$ cat config.mk
export PLATFORM = sky130hd
export DESIGN_NAME = rca_multibyte_seq
export DESIGN_NICKNAME = d
export VERILOG_FILES = /design/src/rtl/rca_multibyte_seq.sv
export SDC_FILE = /design/constraint.sdc
export NUM_CORES = 1
export LEC_CHECK = 0
export BUFFER_PORTS_ARGS = -buffer_cell sky130_fd_sc_hd__buf_2
export CAP_MARGIN = 25
export CORE_MARGIN = 8
export CORE_UTILIZATION = 35
export DETAILED_ROUTE_END_ITERATION = 12
export SLEW_MARGIN = 10
export SYNTH_ARGS = -nofsm -noshare
export SYNTH_HDL_FRONTEND = slang
export SYNTH_SLANG_ARGS = --single-unit
$ cat constraint.sdc
create_clock -name clk -period 6 [get_ports clk]
set_clock_uncertainty 0.1 [all_clocks]
set_input_delay 1.2 -clock clk [delete_from_list [all_inputs] [get_ports clk]]
set_output_delay 1.2 -clock clk [all_outputs]
set_load 0.1 [all_outputs]
$ cat src/rtl/rca_multibyte_seq.sv
// Multi-byte add/subtract sequencer: one 8-bit ripple-carry slice reused LSB first,
// with the inter-byte carry held in a register and valid/ready on both sides.
module rca_multibyte_seq #(
    parameter int NBYTES = 4
) (
    input  logic                  clk,
    input  logic                  rst_n,
    input  logic                  in_valid,
    output logic                  in_ready,
    input  logic                  op_sub,
    input  logic [8*NBYTES-1:0]   a,
    input  logic [8*NBYTES-1:0]   b,
    output logic                  out_valid,
    input  logic                  out_ready,
    output logic [8*NBYTES-1:0]   result,
    output logic                  carry_out,
    output logic                  overflow,
    output logic                  zero,
    output logic                  busy
);

    localparam int IW = (NBYTES > 1) ? $clog2(NBYTES) : 1;
    localparam logic [IW-1:0] LAST_IDX = IW'(NBYTES - 1);

    typedef enum logic [1:0] {
        S_IDLE = 2'd0,
        S_RUN  = 2'd1,
        S_DONE = 2'd2
    } state_t;

    state_t                   state_q;
    logic [NBYTES-1:0][7:0]   a_q;
    logic [NBYTES-1:0][7:0]   b_q;
    logic [NBYTES-1:0][7:0]   result_q;
    logic [NBYTES-1:0][7:0]   result_d;
    logic [IW-1:0]            idx_q;
    logic                     carry_q;
    logic                     cout_q;
    logic                     ovf_q;
    logic                     zero_q;

    logic [7:0]               slice_a;
    logic [7:0]               slice_b;
    logic [7:0]               slice_sum;
    logic                     slice_cout;
    logic                     carry_into_msb;

    always_comb begin
        slice_a = a_q[idx_q];
        slice_b = b_q[idx_q];
        {slice_cout, slice_sum} = {1'b0, slice_a} + {1'b0, slice_b} + {8'b0, carry_q};
        // Carry into bit 7 of the slice recovered from the sum bit; only meaningful on the top byte.
        carry_into_msb = slice_a[7] ^ slice_b[7] ^ slice_sum[7];
        result_d = result_q;
        result_d[idx_q] = slice_sum;
    end

    always_ff @(posedge clk) begin
        if (!rst_n) begin
            state_q  <= S_IDLE;
            a_q      <= '0;
            b_q      <= '0;
            result_q <= '0;
            idx_q    <= '0;
            carry_q  <= 1'b0;
            cout_q   <= 1'b0;
            ovf_q    <= 1'b0;
            zero_q   <= 1'b0;
        end else begin
            case (state_q)
                S_IDLE: begin
                    if (in_valid) begin
                        a_q     <= a;
                        b_q     <= op_sub ? ~b : b;
                        carry_q <= op_sub;
                        idx_q   <= '0;
                        state_q <= S_RUN;
                    end
                end
                S_RUN: begin
                    result_q <= result_d;
                    carry_q  <= slice_cout;
                    if (idx_q == LAST_IDX) begin
                        cout_q  <= slice_cout;
                        ovf_q   <= carry_into_msb ^ slice_cout;
                        zero_q  <= (result_d == '0);
                        state_q <= S_DONE;
                    end else begin
                        idx_q <= idx_q + IW'(1);
                    end
                end
                S_DONE: begin
                    if (out_ready) begin
                        state_q <= S_IDLE;
                    end
                end
                default: state_q <= S_IDLE;
            endcase
        end
    end

    assign in_ready  = (state_q == S_IDLE);
    assign busy      = (state_q == S_RUN);
    assign out_valid = (state_q == S_DONE);
    assign result    = result_q;
    assign carry_out = cout_q;
    assign overflow  = ovf_q;
    assign zero      = zero_q;

endmodule

==> impl_metrics.csv <==
group,metric,value,unit
pwr,peakVddDrop,162,uV
route,vias,4069,
pwr,switchingPower,490,uW
hold_path,hold_class,"register to register",
floorplan,io_pins,107,
global_route,grt_max_degree,65,
synth,synthAdderAreaFrac,3.56,%
synth,synthesis.area,4990,um2
job,maxCapViolCount,0,
floorplan,die_x,135,um
timing,rsz0062_at_grt,"no",
synth,synth_edf_count,0,
global_route,grt_util_met2,22.8,%
timing,min_period_over_period,69.9,%
synth,yosysSeqAreaShare,41.7,%
worst_setup_path,path_max_fanout,12,
synth,yosysTopAreaCellShare,41.7,%
clocking,clk_pin_slew_worst_paths,0.07,ns
clocking,cts_setup_buffers,0,
global_route,grt_antenna_before_repair,0,
global_route,grt_usage,13.8,%
synth,post-synth-top-count-cell,"nand2_1",
worst_setup_path,crit_arrival,4.38,ns
layout,areaGrowthSynthToFinish,19.1,%
floorplan,start_util,35.8,%
global_route,gr-total-overflow,0,
placed_design,io_buffers,106,
global_route,grt_pass1_vias,4165,
layout,final_util,42.7,%
floorplan,fp.dieH,135,um
synth,synth-main-ff-cell,"dfxtp_1",
timing,timing.hold.ws,0.353,ns
layout,layout.nets,709,
clocking,cts.path.max_buffers,2,
floorplan,row_count,43,
route,wl_per_cell,15.6,um
pwr,p_seq_share,46.5,%
route,first_pass_iters,5,
synth,synth-async-reset-ratio,0,%
clocking,cts_hold_buf,0,
synth,synth_nets,624,
pwr,pwr-share-comb,19.9,%
layout,nFillCells,1373,
synth,synth_top_family_by_area,"compound AO/OA/AOI/OAI gates",
synth,synthCells,542,
timing,final-setup-viol-count,0,
clocking,cts-root-buf,"clkbuf_16",
pwr,cellInternalPower,1140,uW
synth,synth-simple-area-share,16.5,%
global_route,grt_pass1_wl,20.4,mm
timing,relSlewSlack,41.0,%
global_route,grt_util_met3,3.49,%
floorplan,core_area,13900,um2
pwr,p_leak,0.00279,uW
synth,synth_area_leader_cell,"dfxtp_1",
global_route,grtUsageMet1,16.8,%
pwr,p_clk_share,33.6,%
route,drt_iter0_markers,308,
clocking,cts.sinks,104,
worst_setup_path,critical_path_class,"register to register",
worst_setup_path,cp-start-kind,"register",
route,drtAntennaViolNets,0,
synth,ys_ff_latch,104,
global_route,top_usage_layer,"met2",
synth,synth.area.mux_share,7.62,%
synth,synthTopCellsByArea,"dfxtp_1 42%, nand2_1 12%, a21boi_1 8.4%",
pwr,finalPower,1630,uW
placed_design,place_area,5640,um2
clocking,clock_latency,0.34,ns
outcome,outcome,"finished clean",
floorplan,dieArea,18300,um2
layout,drive_gt1_share,23.9,%
route,via_per_inst,5.01,
synth,synth.distinct_cells,41,
placed_design,routabilityCongestion,0.832,
route,drt_wl_total,12.6,mm
pwr,power_density,274,nW/um2
clocking,cts_resized,0,
timing,worstMarginPinSlew,0.883,ns
clocking,cts_tree,"yes",
timing,final_max_slew_viol_count,0,
clocking,cts_max_level,3,
timing,hold_viol,0,
timing,period_minus_slack,4.20,ns
synth,synth_area_per_cell,9.21,um2
layout,final_cell_area,5950,um2
clocking,cts_made_buffers,9,
layout,diodes,0,
synth,synth_compound_area_share,20.6,%
worst_setup_path,worstSetupEndpointType,"register",
synth,ys.warnings.count,0,
timing,fmax,238,MHz
synth,synth_xor_area_share,6.47,%
pwr,swShare,30.1,%
timing,tns,0,ns
synth,synth_common_cells,"160 x nand2_1, 104 x dfxtp_1, 56 x a21boi_1",
placed_design,dp_hpwl,9.50,mm
worst_setup_path,critPathRequiredTime,6.18,ns
route,drc,0,
## metrics by stage
| step | cells | setup WS, ns |
|---|---|---|
| after global placement | 795 | 2.09 |
| after detailed placement | 795 | 1.89 |
| final | 812 | 1.80 |
| after global routing | 812 | 1.54 |
| after CTS | 811 | 1.80 |
| after floorplan | 542 | 2.34 |
## worst max-delay path, stage by stage (launching register included)
cell	delay, ns
dfxtp_1	0.70
buf_4	0.34
mux4_2	0.51
inv_1	0.08
fa_1	0.19
inv_1	0.06
fa_1	0.42
a211oi_1	0.37
o21bai_1	0.14
a211oi_1	0.35
a21oi_1	0.18
or4b_1	0.55
o21ai_1	0.14
## routing by layer
metal	vias to the layer above	wire length (um)
li1	2029	-
met1	1923	5610
met2	101	6050
met3	16	769
met4	0	201
met5	-	0
## worst paths after layout
path | from | to | slack (ns) | depth (start not counted)
hold reg to reg | result[31] | result[31] | 0.35 | 2
hold / removal | result[31] | result[31] | 0.35 | 2
setup reg to reg | idx_q[0] | zero | 1.80 | 12
setup / recovery | idx_q[0] | zero | 1.80 | 12
## final cells by class
class	instances	area, um2	share of cell area (%)
tap	180	225	3.79
inverter	9	33.8	0.568
clock inverter	7	53.8	0.905
clock buffer	9	225	3.79
multi-input combinational	392	2740	46.0
sequential	104	2080	35.0
timing repair buffer	111	588	9.89
## placed cells by master, fill, tap and decap left out, types with 5 or more instances in the layout
master / synthesis / final
xnor2_1: 35 / 35
clkbuf_16: 0 / 9
nand2_1: 160 / 160
nor2b_1: 7 / 7
inv_1: 7 / 7
a21boi_1: 56 / 56
mux4_2: 16 / 16
o211a_1: 40 / 40
a21oi_1: 8 / 8
nor2_1: 9 / 9
dfxtp_1: 104 / 104
buf_2: 1 / 106
nor4_1: 7 / 7
ha_1: 11 / 11
nor3_1: 5 / 5
## power by group through the flow
stage          Combinational [uW]  Sequential [uW]  Clock, uW
2_1_floorplan                 193              811          0
5_1_grt                       354              761        592
3_5_place_dp                  322              772          0
3_3_place_gp                  315              771          0
6_report                      323              756        547
4_1_cts                       323              756        566
## flip-flops by register name, indices dropped and copies added (netlist names)
signal and cells:
zero 1, idx_q 2, carry_q 1, state_q 2, b_q 32, carry_out 1, result 32, a_q 32
overflow 1
## cell families (layout without fill, tap and decap cells)
family / after synthesis / count (layout)
AO/OA/AOI/OAI: 126 / 126
XOR/XNOR: 36 / 36
adder cells (fa/ha/maj): 13 / 13
buffers and inverters: 46 / 136
flip-flops: 104 / 104
multiplexers: 18 / 18
AND/OR/NAND/NOR: 199 / 199
(Power assumes the default switching activity.)
